--- src/rtl/shift_seq_pkg.sv ---
// -----------------------------------------------------------------------------
// shift_seq_pkg
// Shared definitions for the shift sequencer:
//   NREQ       - number of requesters (fixed at 2)
//   state_t    - controller FSM states (PARITY is only reachable when
//                SHIFT_SEQ_PARITY_EN is defined)
//   cnt_width  - bit counter width for a given data word width
// -----------------------------------------------------------------------------
package shift_seq_pkg;

    localparam int NREQ = 2;

    typedef enum logic [1:0] {
        IDLE   = 2'd0,
        SHIFT  = 2'd1,
        DONE   = 2'd2,
        PARITY = 2'd3
    } state_t;

    // The counter must be able to hold WIDTH itself, hence WIDTH+1.
    function automatic int cnt_width(input int width);
        return $clog2(width + 1);
    endfunction

endpackage

--- src/rtl/shift_seq_ctrl_if.sv ---
// -----------------------------------------------------------------------------
// shift_seq_ctrl_if
// Request/serial bundle of the shift sequencer.
//   req_valid[1:0]  requester word-available flags
//   req_data0/1     words from requester 0/1
//   req_ready[1:0]  per-requester accept
//   ser_out         serial bit, MSB first
//   ser_valid       ser_out carries a valid bit
//   ser_id          owner of the current serial stream
//   done            one-cycle end-of-stream pulse
//   busy            controller not idle
// Modports: master = requester/consumer side, slave = sequencer side.
// -----------------------------------------------------------------------------
interface shift_seq_ctrl_if #(
    parameter int WIDTH = 32
);
    import shift_seq_pkg::*;

    logic [NREQ-1:0]  req_valid;
    logic [WIDTH-1:0] req_data0;
    logic [WIDTH-1:0] req_data1;
    logic [NREQ-1:0]  req_ready;
    logic             ser_out;
    logic             ser_valid;
    logic             ser_id;
    logic             done;
    logic             busy;

    modport master (
        output req_valid, req_data0, req_data1,
        input  req_ready, ser_out, ser_valid, ser_id, done, busy
    );

    modport slave (
        input  req_valid, req_data0, req_data1,
        output req_ready, ser_out, ser_valid, ser_id, done, busy
    );

endinterface

--- src/rtl/shift_seq_core.sv ---
// -----------------------------------------------------------------------------
// shift_seq_core
// Loadable WIDTH-bit left-shift register with zero fill.
//   clk, rst  clock, synchronous active-high reset
//   load      capture din (lower priority than clear)
//   shift     shift left by one, zero fill (lowest priority)
//   clear     force register to zero
//   din       word to load
//   msb       current most significant bit
// -----------------------------------------------------------------------------
module shift_seq_core #(
    parameter int WIDTH = 32
) (
    input  logic             clk,
    input  logic             rst,
    input  logic             load,
    input  logic             shift,
    input  logic             clear,
    input  logic [WIDTH-1:0] din,
    output logic             msb
);

    logic [WIDTH-1:0] sreg;

    // NOTE: registers use non-blocking assignments so every flop samples
    // pre-edge values, regardless of the order processes are evaluated in.
    always_ff @(posedge clk) begin
        if (rst || clear) begin
            sreg <= '0;
        end else if (load) begin
            sreg <= din;
        end else if (shift) begin
            sreg <= {sreg[WIDTH-2:0], 1'b0};
        end
    end

    assign msb = sreg[WIDTH-1];

endmodule

--- src/rtl/shift_seq_ctrl.sv ---
// -----------------------------------------------------------------------------
// shift_seq_ctrl
// Two-requester round-robin arbiter feeding a parallel-to-serial shifter.
// A granted word is sent MSB first over WIDTH cycles, followed by a one-cycle
// done pulse. Optional macro SHIFT_SEQ_PARITY_EN inserts one extra serial bit
// carrying the even parity (XOR) of the word before done.
//   clk, rst  clock, synchronous active-high reset
//   bus       shift_seq_ctrl_if slave modport (requests in, serial out)
// -----------------------------------------------------------------------------
module shift_seq_ctrl
    import shift_seq_pkg::*;
#(
    parameter int WIDTH = 32
) (
    input  logic             clk,
    input  logic             rst,
    shift_seq_ctrl_if.slave  bus
);

    localparam int CW = cnt_width(WIDTH);

    state_t           state;
    state_t           state_nx;
    logic             ptr;
    logic             id_q;
    logic [CW-1:0]    cnt;
    logic             winner;
    logic             any_valid;
    logic             load;
    logic             shift;
    logic             clear;
    logic             msb;
    logic             last_bit;
    logic [WIDTH-1:0] din;
    logic [NREQ-1:0]  ready;
    logic             ser_out;
    logic             ser_valid;
    logic             done;
`ifdef SHIFT_SEQ_PARITY_EN
    logic             parity_q;
`endif

    // Lone requester always wins; on contention the pointer decides.
    assign any_valid = |bus.req_valid;
    assign winner    = (bus.req_valid[0] && bus.req_valid[1]) ? ptr : bus.req_valid[1];
    assign din       = winner ? bus.req_data1 : bus.req_data0;
    assign load      = !rst && (state == IDLE) && any_valid;
    assign last_bit  = (cnt == CW'(WIDTH - 1));

    shift_seq_core #(.WIDTH(WIDTH)) u_core (
        .clk   (clk),
        .rst   (rst),
        .load  (load),
        .shift (shift),
        .clear (clear),
        .din   (din),
        .msb   (msb)
    );

    always_ff @(posedge clk) begin
        if (rst) begin
            state    <= IDLE;
            ptr      <= 1'b0;
            id_q     <= 1'b0;
            cnt      <= '0;
`ifdef SHIFT_SEQ_PARITY_EN
            parity_q <= 1'b0;
`endif
        end else begin
            state <= state_nx;
            if (load) begin
                ptr      <= ~winner;
                id_q     <= winner;
                cnt      <= '0;
`ifdef SHIFT_SEQ_PARITY_EN
                parity_q <= ^din;
`endif
            end else if (shift) begin
                cnt <= cnt + CW'(1);
            end
        end
    end

    // NOTE: every signal driven here gets a default first, so no path through
    // the case statement can leave a value held and infer a latch.
    always_comb begin
        state_nx  = state;
        shift     = 1'b0;
        clear     = 1'b0;
        ready     = '0;
        ser_out   = 1'b0;
        ser_valid = 1'b0;
        done      = 1'b0;
        // Outputs are forced low for the whole reset cycle, not just after it.
        if (!rst) begin
            case (state)
                IDLE: begin
                    if (any_valid) begin
                        ready    = winner ? 2'b10 : 2'b01;
                        state_nx = SHIFT;
                    end
                end
                SHIFT: begin
                    ser_valid = 1'b1;
                    ser_out   = msb;
                    shift     = 1'b1;
                    if (last_bit) begin
`ifdef SHIFT_SEQ_PARITY_EN
                        state_nx = PARITY;
`else
                        state_nx = DONE;
`endif
                    end
                end
`ifdef SHIFT_SEQ_PARITY_EN
                PARITY: begin
                    ser_valid = 1'b1;
                    ser_out   = parity_q;
                    state_nx  = DONE;
                end
`endif
                DONE: begin
                    done     = 1'b1;
                    clear    = 1'b1;
                    state_nx = IDLE;
                end
                default: state_nx = IDLE;
            endcase
        end
    end

    assign bus.req_ready = ready;
    assign bus.ser_out   = ser_out;
    assign bus.ser_valid = ser_valid;
    assign bus.done      = done;
    assign bus.ser_id    = rst ? 1'b0 : id_q;
    assign bus.busy      = !rst && (state != IDLE);

endmodule

--- src/flat_wrapper.sv ---
// flat-port wrapper written by rule: the top's interface ports become plain ports
module shift_seq_ctrl_flat import shift_seq_pkg::*;
#(
    parameter int WIDTH = 32
)
  (clk, rst, bus_req_valid, bus_req_data0, bus_req_data1, bus_req_ready, bus_ser_out, bus_ser_valid, bus_ser_id, bus_done, bus_busy);
  shift_seq_ctrl_if #(.WIDTH(WIDTH)) bus_i ();
  input  logic clk;
  input  logic rst;
  input wire logic [$bits(bus_i.req_valid)-1:0] bus_req_valid;
  input wire logic [$bits(bus_i.req_data0)-1:0] bus_req_data0;
  input wire logic [$bits(bus_i.req_data1)-1:0] bus_req_data1;
  output wire logic [$bits(bus_i.req_ready)-1:0] bus_req_ready;
  output wire logic [$bits(bus_i.ser_out)-1:0] bus_ser_out;
  output wire logic [$bits(bus_i.ser_valid)-1:0] bus_ser_valid;
  output wire logic [$bits(bus_i.ser_id)-1:0] bus_ser_id;
  output wire logic [$bits(bus_i.done)-1:0] bus_done;
  output wire logic [$bits(bus_i.busy)-1:0] bus_busy;
  assign bus_i.req_valid = bus_req_valid;
  assign bus_i.req_data0 = bus_req_data0;
  assign bus_i.req_data1 = bus_req_data1;
  assign bus_req_ready = bus_i.req_ready;
  assign bus_ser_out = bus_i.ser_out;
  assign bus_ser_valid = bus_i.ser_valid;
  assign bus_ser_id = bus_i.ser_id;
  assign bus_done = bus_i.done;
  assign bus_busy = bus_i.busy;
  shift_seq_ctrl #(.WIDTH(WIDTH)) u_core (.clk(clk), .rst(rst), .bus(bus_i));
endmodule
--- config.mk ---
export PLATFORM = sky130hd
export DESIGN_NAME = shift_seq_ctrl_flat
export DESIGN_NICKNAME = d
export VERILOG_FILES = /design/src/rtl/shift_seq_pkg.sv /design/src/rtl/shift_seq_ctrl_if.sv /design/src/rtl/shift_seq_core.sv /design/src/rtl/shift_seq_ctrl.sv /design/src/flat_wrapper.sv
export SDC_FILE = /design/constraint.sdc
export NUM_CORES = 1
export LEC_CHECK = 0
export CORE_AREA = 2 2 87 89
export CTS_CLUSTER_DIAMETER = 120
export DETAILED_ROUTE_END_ITERATION = 16
export DIE_AREA = 0 0 89 91
export SLEW_MARGIN = 10
export SYNTH_ARGS = -nofsm -noshare
export SYNTH_HDL_FRONTEND = slang
export SYNTH_SLANG_ARGS = --single-unit
--- constraint.sdc ---
create_clock -name clk -period 5.15 [get_ports clk]
set_clock_uncertainty 0.1 [all_clocks]
set_input_delay 1.03 -clock clk [delete_from_list [all_inputs] [get_ports clk]]
set_output_delay 1.03 -clock clk [all_outputs]
set_load 0.01 [all_outputs]
Word level (Yosys, flattened, before mapping)
Cells that the tools add are included. W data, S select, Z words.

$add $sub $neg: 1. Eq/ne operators: 5. Mux-type cells: 18. Bitwise operators: 1. Reduce and logical (&&, ||, !) cells: 12.

Operators with widths (number): $mux W32 (3); $mux W2 (6); $mux W1 (8); $add A6 B1 Y6 const B (1); $eq A6 B5 Y1 const B (1); $logic_and A1 B1 Y1 (4); $ne A2 B1 Y1 const B (2); $pmux W2 S2 (1); $reduce_bool A2 Y1 (2); $reduce_or A2 Y1 (2); $eq A2 B1 Y1 const B (1); $eq A2 B2 Y1 const B (1); $logic_not A2 Y1 (1); $reduce_and A2 Y1 (1); $logic_not A1 Y1 (1); $logic_or A1 B1 Y1 (1); $not A1 Y1 (1).

Flip-flop bits (word level): 42. Logic and storage cells: 42.

Depth between registers and ports, before layout
Gate-level depths: netlist of the first run.

Word-level depth: 6. Mapped depth: 7. Mapped depth without buffers: 5.

By module
From an unflattened synthesis of the first run, not the netlist that was laid out.

Cells, all modules: 235. Area, all modules: 2560.0 sq um.

By module, submodules not included: shift_seq_core (times used 1, cells each 143, area each 1719.1 sq um, seq. area each 640.6 sq um); shift_seq_ctrl (times used 1, cells each 92, area each 840.8 sq um, seq. area each 200.2 sq um).

Worst setup path after synthesis of the first run
No wires, ideal clock.

Kind: in2out. Start: in rst. End: out bus_ser_out. Data arrival time: 2125 ps. Required time: 4020 ps. Setup slack: 1895 ps. Cell stages on the path: 5. Buffers on the path: 2. Cells stage by stage: buf_2 -> or3b_2 -> buf_2 -> clkinv_1 -> and2_1.

Longest elaborated chain between the ends: 1.

RTL lines: from (decl) (line flat_wrapper.sv:9) `input logic rst;`; $mux W1 (line shift_seq_ctrl.sv:95) `if (!rst) begin`; to (decl) (line flat_wrapper.sv:14) `output wire logic [$bits(bus_i.ser_out)-1:0] bus_ser_out;`.

Every way passes these cells.

Final worst setup path of the first run
Ends and elaborated chain as after synthesis.

==> key figures, run 1 <==
Clocking
  – Worst-skew pair later-pin latency: 0.29 ns
  – # clock sinks: 42
  – Setup Fix Bufs, Post-CTS: 0
  – Root buffer cell: clkbuf_8
  – Post-cts hold buffer count: 0
  – Clock slew at reported path FFs: 0.08 ns
  – CTS tree: yes
  – # resized after CTS: 0
  – TritonCTS Buffers: 5
  – H-Tree Depth: 2
  – CTS max path bufs: 2

Setup path
  – Critical Path Sink: bus_ser_out
  – Critical Path AT: around 2.7 ns
  – Critical path peak fanout: 11
  – Worst-case reg-to-reg path depth: 5
  – Worst reg2reg setup slack: between 2 and 3 ns
  – RR Endpoint: u_core.u_core.sreg[18]
  – CP required: 4.02 ns
  – CP Launch Type: input pin
  – Critical path capture point type: output pin
  – Worst R2R Start: u_core.state[0]
  – Worst setup startpoint: rst
  – Crit Path Class: input pin to output pin

Floorplanning
  – Die X: 89 um
  – Starting density of the core: roughly 34%
  – Die height: 91 um
  – Die area: between 8000 and 9000 um^2
  – Ports: 75
  – Row cnt: 31
  – Core area: between 7000 and 8000 um^2

Yosys
  – Cell area after synthesis: roughly 2400 um^2
  – Gate Count Post-Synth: 267
  – Synth top cells by count: 42 x dfxtp_1, 36 x nor2_1, 35 x nand2_1, 25 x nand3_1, 18 x a2111oi_2
  – Largest cells by area after synthesis: dfxtp_1 35%, a2111oi_2 11%, a221oi_2 9.9%
  – Seq/Total Area, Yosys: 34.69%
  – Mux cell area share after synthesis: 4.956%
  – Post-synthesis compound-gate area fraction: 31.03%
  – Average cell area after synthesis: 9.077 um^2
  – Largest family of logic cells by synthesized area: compound AO/OA/AOI/OAI gates
  – Async SR Flop Fraction: 0%
  – Post-Synth Simple-Gate Area: 21.32%
  – Most used DFF post-synth: dfxtp_1
  – Most common cell in the synthesized netlist: dfxtp_1
  – Xor/xnor share of the synthesized area: ~1.8%
  – Synth Register Bits: between 40 and 50
  – Syn nets: 336
  – Synth Area in Adders: less than 1%
  – Library cells used by synthesis: 38
  – Synth warnings: 0
  – Yosys top cell by area: dfxtp_1
  – EDFF count, synth: 0
  – Share of the synthesized area in the top cell type: 34.69%

Pwr
  – Switching Share: 28.50%
  – Clock network power share: 30.1%
  – Peak supply drop: 91.34 uV
  – Comb power frac: 26.2%
  – Seq pwr share: a little over two fifths
  – Sw power: 0.2443 mW
  – Power density over the cells: 259.5 nW/um^2
  – Pleak: 1.236 nW
  – Int Power: 0.6130 mW
  – Total power: roughly 0.86 mW

Cells and area
  – Reg area: 842.1 um^2
  – Ant diodes: 0
  – P&R area growth vs syn: 36.29%
  – Multi-input gate area: between 1000 and 1500 um^2
  – Layout net count: 396
  – Post-Layout Inst Area: 3303 um^2
  – Layout cell share with drive strength beyond 1: between 10% and 20%
  – FILL cells: 707
  – Final Util: around 46%

Global routing
  – First-pass GRT wire length: 10,230 um
  – Global route overflow: 0
  – Largest net degree at the start of global routing: 35
  – Vias in the first global route: 2,101
  – GRT Total Usage: 15.68%
  – Antenna violations before repair: 0

Drt
  – Via density per instance: 5.234
  – DRC viols: 0
  – DRT met1 WL: 3122 um
  – WL/cell: approximately 15 um
  – Initial DRC Count: 102
  – Routed wl met3: 433 um
  – Via count: 2,235
  – WL final: between 6000 and 7000 um
  – Routed wl met2: 2739 um
  – TritonRoute pass-1 iters: 4
  – Max Used Layer: met4
  – Antenna Violating Nets Remaining: 0

Timing
  – Final Max Tran Viols: 0
  – Final setup violation count: 0
  – Max Clk Rate: between 200 and 300 MHz
  – Tcrit/Tclk final: 73.92%
  – Worst slew pin tran: 1.070 ns
  – WHS: 0.3787 ns
  – Period minus WS final: 3.807 ns
  – Hold Violations, Final: 0
  – Slew Limit Headroom: 28.59%
  – RSZ-0062 raised after global routing: no
  – Total negative slack: 0 ns

Worst hold path
  – Hold Crit Class: register to register

Status
  – Outcome: complete, no violations

Run
  – Max Cap Viol: 0

Place
  – Port Buf Inserts: 74
  – Placed Area: between 3000 and 4000 um^2
  – Hpwl dp: roughly 4400 um
  – Global placer's final weighted congestion: 0.7213
-- per-layer routing --
metal  global-route usage [%]  vias to the layer above
met5                        0                        -
met4                    4.104                        0
met3                    3.455                        4
met2                    23.20                       65
met1                    22.90                     1026
li1                         -                     1140
-- placed cells by master (no fill, tap or decap), types with 2 or more instances in the layout --
cell,n
a2111oi_0,6
a2111oi_2,18
a21oi_1,3
a221oi_1,10
a221oi_2,16
buf_4,5
clkbuf_8,5
clkdlybuf4s50_1,73
clkinv_2,2
dfxtp_1,41
mux2i_1,12
nand2_1,35
nand3_1,25
nand4_1,2
nor2_1,35
nor2b_1,2
nor3_1,3
nor3b_1,2
o21ai_0,2
o22ai_1,7
xnor2_1,2
xor2_1,3
-- state kept, by name, indices dropped and copies added (netlist names) --
| register | cells |
|---|---|
| u_core.u_core.sreg | 32 |
| u_core.cnt | 6 |
| u_core.state | 2 |
| u_core.id_q | 1 |
| u_core.ptr | 1 |
-- critical path: stages --
cell,delay (ns)
buf_2,0.18
or3b_2,0.59
clkinv_1,0.20
and2_1,0.15
clkdlybuf4s50_1,0.53
-- final cells by class --
cell class / instances / share of cell area, %
clock buffers: 5 / 2.083
clock inverters: 3 / 1.212
inverters: 2 / 0.2273
multi-input cells: 197 / 43.83
flip-flops and latches: 42 / 25.49
well taps: 99 / 3.750
repair buffers: 79 / 23.41
-- cells by family after synthesis --
kind of cell | Yosys count
flops | 42
xor+xnor | 5
mux | 12
buf+inv | 28
simple gates | 113
compound gates | 66
fa+ha+maj | 1
-- through the flow --
| stage | setup WS (ns) | cells |
|---|---|---|
| 2_1_floorplan | 1.895 | 267 |
| 3_3_place_gp | 1.358 | 419 |
| 3_5_place_dp | 1.329 | 419 |
| 4_1_cts | 1.326 | 427 |
| 5_1_grt | 1.255 | 427 |
| 6_report | 1.343 | 427 |
-- how the worst min path moves through the flow --
stage	to	slack, ns	start	cells after the start
floorplan	u_core.id_q	0.34	u_core.id_q	2
global placement	u_core.state[1]	0.37	u_core.cnt[5]	1
detailed placement	u_core.state[1]	0.37	u_core.cnt[5]	1
CTS	u_core.state[1]	0.38	u_core.cnt[5]	1
global route	u_core.state[1]	0.41	u_core.cnt[5]	1
finish	u_core.state[1]	0.38	u_core.cnt[5]	1
-- power by group through the flow --
stage | Sequential (mW) | Clock (mW) | Combinational, mW
floorplan | 0.375 | 0 | 0.146
global placement | 0.382 | 0 | 0.223
detailed placement | 0.383 | 0 | 0.226
CTS | 0.375 | 0.264 | 0.227
global route | 0.380 | 0.279 | 0.247
finish | 0.375 | 0.258 | 0.225
(Power assumes the default switching activity.)
==> inputs of run 2 (changes only) <==
Clock period 5.15 ns to 3.8 ns, I/O delays scaled along.
==> run 2 against run 1 <==
  * Core utilization is 0.32 points higher
  * Critical path type unchanged
  * Sequential cell count is the same
  * Clock power increased by 36%
  * Total power increased by 36%
==> key figures, run 2 (same netlist as run 1, synthesis figures left out) <==
Global routing
  – First-pass GRT wire length: 10,080 um (was 10,230 um)
  – GRT Total Usage: 15.49% (was 15.68%)
  – Vias in the first global route: 2,071 (was 2,101)
  – Antenna violations before repair: 0 (unchanged)
  – Largest net degree at the start of global routing: 35 (unchanged)
  – Global route overflow: 0 (unchanged)

Timing
  – Period minus WS final: 3.168 ns
  – Tcrit/Tclk final: 83.37%
  – Worst slew pin tran: 0.5601 ns (was 1.070 ns)
  – Final Max Tran Viols: 0 (unchanged)
  – Total negative slack: 0 ns (unchanged)
  – Slew Limit Headroom: 62.62% (was 28.59%)
  – Max Clk Rate: 315.6 MHz
  – Final setup violation count: 0 (unchanged)
  – Hold Violations, Final: 0 (unchanged)
  – Final setup margin: 0.6319 ns (was 1.343 ns)
  – RSZ-0062 raised after global routing: no (unchanged)

Pwr
  – Pleak: 1.251 nW (was 1.236 nW)
  – Power density over the cells: 350.1 nW/um^2 (was 259.5 nW/um^2)
  – Peak supply drop: 184.6 uV (was 91.34 uV)

Floorplanning
  – Die height: 91 um (unchanged)
  – Row cnt: 31 (unchanged)
  – Die area: 8099 um^2 (unchanged)
  – Die X: 89 um (unchanged)
  – Core area: 7137 um^2 (unchanged)
  – Ports: 75 (unchanged)
  – Starting density of the core: 33.96% (unchanged)

Place
  – Port Buf Inserts: 74 (unchanged)
  – Hpwl dp: 4350 um (was 4364 um)
  – Dpl ws: 0.6289 ns (was 1.329 ns)
  – Global placer's final weighted congestion: 0.7166 (was 0.7213)

Drt
  – Routed wl met2: 2816 um (was 2739 um)
  – Via density per instance: 5.263 (was 5.234)
  – WL final: 6324 um (was 6342 um)
  – TritonRoute pass-1 iters: 4 (unchanged)
  – Routed wl met3: 376 um (was 433 um)
  – DRT met1 WL: 3082 um (was 3122 um)
  – Initial DRC Count: 155 (was 102)
  – Via count: 2,263 (was 2,235)
  – WL/cell: 14.71 um (was 14.85 um)
  – DRC viols: 0 (unchanged)
  – Antenna Violating Nets Remaining: 0 (unchanged)
  – Max Used Layer: met4 (unchanged)

Setup path
  – Cell breakdown of the critical path: buf_2 -> or3b_2 -> clkinv_1 -> and2_1 -> clkdlybuf4s50_1 (unchanged)
  – Worst-case reg-to-reg path depth: 6 (was 5)
  – Crit-path leading delay family: buffers and inverters (unchanged)
  – Critical Path AT: 2.31 ns (was 2.68 ns)
  – Worst R2R Start: u_core.state[0] (unchanged)
  – Crit path largest cell delay: 0.56 ns (was 0.59 ns)
  – Worst reg2reg setup slack: 1.42 ns (was 2.56 ns)
  – Critical path peak fanout: 8 (was 11)
  – Worst setup startpoint: rst (unchanged)
  – CP required: 2.94 ns (was 4.02 ns)
  – CP Launch Type: input pin (unchanged)
  – Crit Path Class: input pin to output pin (unchanged)
  – RR Endpoint: u_core.u_core.sreg[7] (was u_core.u_core.sreg[18])
  – Worst Path Buf+Inv: 3 (unchanged)
  – CP max stage cell: or3b_2 (unchanged)
  – Critical path capture point type: output pin (unchanged)

Clocking
  – Root buffer cell: clkbuf_8 (unchanged)
  – Post-cts hold buffer count: 0 (unchanged)
  – H-Tree Depth: 2 (unchanged)
  – Worst-skew pair later-pin latency: 0.30 ns (was 0.29 ns)
  – CTS tree: yes (unchanged)
  – # resized after CTS: 0 (unchanged)
  – Setup Fix Bufs, Post-CTS: 0 (unchanged)
  – TritonCTS Buffers: 5 (unchanged)
  – # clock sinks: 42 (unchanged)
  – Clock slew at reported path FFs: 0.08 ns (about the same)
  – CTS max path bufs: 2 (unchanged)

Cells and area
  – Commonest non-fill, non-tap cells in the layout: 73 x clkdlybuf4s50_1, 41 x dfxtp_1, 35 x nand2_1, 35 x nor2_1, 25 x nand3_1 (unchanged)
  – Top Registers: u_core.u_core.sreg (32), u_core.cnt (6), u_core.state (2) (unchanged)
  – Max reg flops: 32 (unchanged)
  – Ant diodes: 0 (unchanged)
  – Layout net count: 399 (was 396)
  – Biggest register: u_core.u_core.sreg (unchanged)
  – Leading cell type in the layout, fill and taps excluded: clkdlybuf4s50_1 (unchanged)
  – Layout cell share with drive strength beyond 1: 17.22% (was 16.46%)
  – Final Util: 46.60% (was 46.28%)
  – P&R area growth vs syn: 37.22% (was 36.29%)

Worst hold path
  – Hold Path Stages: 1 (unchanged)
  – Hold EP: u_core.state[1] (unchanged)
  – Hold Path Origin: u_core.cnt[5] (unchanged)
  – Hold Crit Class: register to register (unchanged)

Status
  – Outcome: complete, no violations (unchanged)

Run
  – Max Cap Viol: 0 (unchanged)
==> run 2: cell count changes in the layout (fill, tap and decap cells not counted), sizes merged <==
| cell | change |
|---|---|
| buf | +3 |
==> run 2: final cells by class <==
class                           instances  area (um^2)
Clock buffer                            5        68.82
Clock inverter                          3        40.04
Sequential cell                        42        842.1
Inverter                                2        7.507
Fill cell                             717         3811
Multi-Input combinational cell        197         1448
Tap cell                               99        123.9
Timing Repair Buffer                   82        795.8
==> run 2: metal layers <==
layer  global-route usage [%]  vias to the layer above
li1                         -                     1140
met1                    22.60                     1049
met2                    23.13                       68
met3                    3.909                        6
met4                    2.985                        0
met5                        0                        -
==> run 2: how the worst max path moves through the flow <==
stage	cells after the start	to	slack (ns)
floorplan	5	bus_ser_out	1.08
global placement	5	bus_ser_out	0.62
detailed placement	5	bus_ser_out	0.63
CTS	5	bus_ser_out	0.63
global route	5	bus_ser_out	0.56
finish	5	bus_ser_out	0.63
==> run 2: where the power goes <==
part	leakage [nW]	total (mW)	switching (mW)	internal (mW)
Sequential	0.349	0.503	0.0210	0.482
Clock	0.0579	0.352	0.158	0.193
Combinational	0.844	0.310	0.153	0.157
Total	1.25	1.16	0.332	0.832
==> run 2: through the flow <==
step,total power [mW],hold WS (ns),cells,cell area (um^2)
global route,1.229,0.4032,430,3326
CTS,1.176,0.3883,430,3326
finish,1.164,0.3892,430,3326
global placement,0.8207,0.3701,422,3217
detailed placement,0.8254,0.3772,422,3217
floorplan,0.7062,0.3355,267,2424
==> inputs of run 3 (changes only) <==
Clock period 3.8 ns to 2.7 ns, I/O delays scaled along.
==> run 3 against run 2 <==
  * Combinational power up 47%
  * Wire length is 0.16% lower
  * Sequential share of layout area decreased by 0.63 points
  * Register-to-register slack lost 0.91 ns
  * Critical endpoint unchanged
  * Sequential cell count did not move
  * First-iteration DRC count down 19%
  * Critical path depth shrank 1
  * Highest routed layer unchanged
  * Global-route usage is 0.29 points higher
  * Final cell count is 1.9% higher
  * Total power increased by 42%
  * Clock-buffer cell count rose by 2
==> key figures, run 3 (same netlist as run 1, synthesis figures left out) <==
Floorplanning
  – Ports: 75 (unchanged)
  – Starting density of the core: 33.96% (unchanged)
  – Die area: 8099 um^2 (unchanged)
  – Die height: 91 um (unchanged)
  – Row cnt: 31 (unchanged)
  – Core area: 7137 um^2 (unchanged)
  – Die X: 89 um (unchanged)

Cells and area
  – P&R area growth vs syn: 40.73% (was 37.22%)
  – Ant diodes: 0 (unchanged)
  – Commonest non-fill, non-tap cells in the layout: 72 x clkdlybuf4s50_1, 41 x dfxtp_1, 35 x nand2_1, 35 x nor2_1, 25 x nand3_1 (was 73 x clkdlybuf4s50_1, 41 x dfxtp_1, 35 x nand2_1, 35 x nor2_1, 25 x nand3_1)
  – Final Util: 47.79% (was 46.60%)
  – Biggest register: u_core.u_core.sreg (unchanged)
  – Fin cells: 438 (was 430)
  – Leading cell type in the layout, fill and taps excluded: clkdlybuf4s50_1 (unchanged)
  – Post-Layout Inst Area: 3411 um^2 (was 3326 um^2)
  – Top Registers: u_core.u_core.sreg (32), u_core.cnt (6), u_core.state (2) (unchanged)
  – Layout net count: 407 (was 399)
  – Layout cell share with drive strength beyond 1: 18.58% (was 17.22%)
  – Max reg flops: 32 (unchanged)

Clocking
  – TritonCTS Buffers: 5 (unchanged)
  – Setup Fix Bufs, Post-CTS: 0 (unchanged)
  – Root buffer cell: clkbuf_8 (unchanged)
  – CTS max path bufs: 2 (unchanged)
  – H-Tree Depth: 2 (unchanged)
  – Clock slew at reported path FFs: 0.08 ns (about the same)
  – CTS tree: yes (unchanged)
  – Worst-skew pair later-pin latency: 0.29 ns (was 0.30 ns)
  – # clock sinks: 42 (unchanged)
  – Post-cts hold buffer count: 0 (unchanged)

Place
  – Placed Area: 3302 um^2 (was 3217 um^2)
  – Port Buf Inserts: 74 (unchanged)
  – Cells after DPL: 430 (was 422)
  – Global placer's final weighted congestion: 0.7658 (was 0.7166)
  – Hpwl dp: 4498 um (was 4350 um)

Pwr
  – Int Power: 1.193 mW (was 0.8320 mW)
  – Sw power: 0.4559 mW (was 0.3322 mW)
  – Power density over the cells: 483.4 nW/um^2 (was 350.1 nW/um^2)
  – Switching Share: 27.65% (was 28.54%)
  – Total power: 1.649 mW (was 1.164 mW)
  – Peak supply drop: 306.3 uV (was 184.6 uV)
  – Pleak: 1.310 nW (was 1.251 nW)
  – Clock network power share: 29.4% (was 30.2%)
  – Comb power frac: 27.6% (was 26.6%)
  – Seq pwr share: 43.1% (was 43.2%)

Timing
  – Final Max Tran Viols: 0 (unchanged)
  – Worst slew pin tran: 0.4459 ns (was 0.5601 ns)
  – Max Clk Rate: 387.4 MHz
  – Total negative slack: 0 ns (unchanged)
  – Period minus WS final: 2.581 ns
  – Hold Violations, Final: 0 (unchanged)
  – Final setup violation count: 0 (unchanged)
  – Slew Limit Headroom: 70.21% (was 62.62%)
  – Tcrit/Tclk final: 95.59%
  – RSZ-0062 raised after global routing: no (unchanged)

Global routing
  – Global route overflow: 0 (unchanged)
  – Vias in the first global route: 2,241 (was 2,071)
  – First-pass GRT wire length: 10,180 um (was 10,080 um)
  – Largest net degree at the start of global routing: 29 (was 35)
  – GRT Total Usage: 15.79% (was 15.49%)
  – Antenna violations before repair: 0 (unchanged)

Setup path
  – Worst R2R Start: u_core.state[1] (was u_core.state[0])
  – Worst-case reg-to-reg path depth: 5 (was 6)
  – Crit Path Class: register to output pin (was input pin to output pin)
  – CP required: 2.06 ns (was 2.94 ns)
  – Critical path peak fanout: 12 (was 8)
  – Worst reg2reg setup slack: 0.51 ns (was 1.42 ns)
  – CP Launch Type: register (was input pin)
  – Critical Path AT: 1.94 ns (was 2.31 ns)
  – RR Endpoint: u_core.u_core.sreg[7] (unchanged)
  – Critical path capture point type: output pin (unchanged)

Worst hold path
  – Hold Path Stages: 1 (unchanged)
  – Hold Crit Class: register to register (unchanged)
  – Hold EP: u_core.state[1] (unchanged)
  – Hold Path Origin: u_core.cnt[5] (unchanged)

Drt
  – Via density per instance: 5.224 (was 5.263)
  – WL final: 6314 um (was 6324 um)
  – Antenna Violating Nets Remaining: 0 (unchanged)
  – TritonRoute pass-1 iters: 6 (was 4)
  – DRC viols: 0 (unchanged)
  – WL/cell: 14.42 um (was 14.71 um)
  – Initial DRC Count: 126 (was 155)
  – Via count: 2,288 (was 2,263)

Run
  – Max Cap Viol: 0 (unchanged)

Status
  – Outcome: complete, no violations (unchanged)
-- run 3: cell count changes in the layout (fill, tap and decap cells not counted) --
cell	delta
buf_4	+6
buf_12	+2
clkbuf_1	+2
clkinv_2	-2
clkdlybuf4s50_1	-1
dlymetal6s2s_1	+1
-- run 3: layout make-up --
cell class | instances | area [um^2]
clock buffers | 7 | 76.32
multi-input cells | 197 | 1448
clock inverters | 1 | 30.03
inverters | 2 | 7.507
flip-flops and latches | 42 | 842.1
repair buffers | 90 | 883.3
well taps | 99 | 123.9
fillers | 706 | 3726
-- run 3: timing repair --
| item | CTS | global route |
|---|---|---|
| hold endpoints to repair | 0 | 0 |
| endpoints found under the setup margin | 0 | 1 |
| resized for setup | 0 | 1 |
-- run 3: how the worst max path moves through the flow --
stage / slack (ns) / from / endpoint
after floorplan: 0.42 / rst / bus_ser_out
after global placement: 0.09 / bus_req_valid[0] / bus_req_ready[1]
after detailed placement: 0.08 / bus_req_valid[0] / bus_req_ready[1]
after CTS: 0.07 / bus_req_valid[0] / bus_req_ready[1]
after global routing: 0.05 / u_core.state[1] / bus_ser_out
final: 0.12 / u_core.state[1] / bus_ser_out
-- run 3: metrics by stage --
| step | hold slack, ns | worst slack, ns |
|---|---|---|
| floorplan | 0.3355 | 0.4248 |
| global placement | 0.3591 | 0.09012 |
| detailed placement | 0.3599 | 0.08227 |
| CTS | 0.3776 | 0.06850 |
| global route | 0.4028 | 0.04792 |
| finish | 0.3722 | 0.1190 |
-- run 3: worst max-delay path, stage by stage, from the launching register on --
cell and delay [ns]:
dfxtp_2 0.41, or3b_2 0.51, clkinv_1 0.08, and2_1 0.12
clkdlybuf4s50_1 0.53
-- run 3: power groups by stage --
stage | clock [mW] | sequential [mW] | combinational (mW)
global placement | 0 | 0.722 | 0.455
floorplan | 0 | 0.716 | 0.278
global route | 0.533 | 0.719 | 0.499
CTS | 0.504 | 0.711 | 0.460
finish | 0.484 | 0.710 | 0.455
detailed placement | 0 | 0.725 | 0.458
-- run 3: metal layers --
metal,up-vias,global-route usage (%),share of wire [%]
met5,-,0,0
met4,0,3.483,0.87
met3,6,3.909,6.5
met2,73,25.93,46
met1,1052,20.73,46
li1,1157,-,-
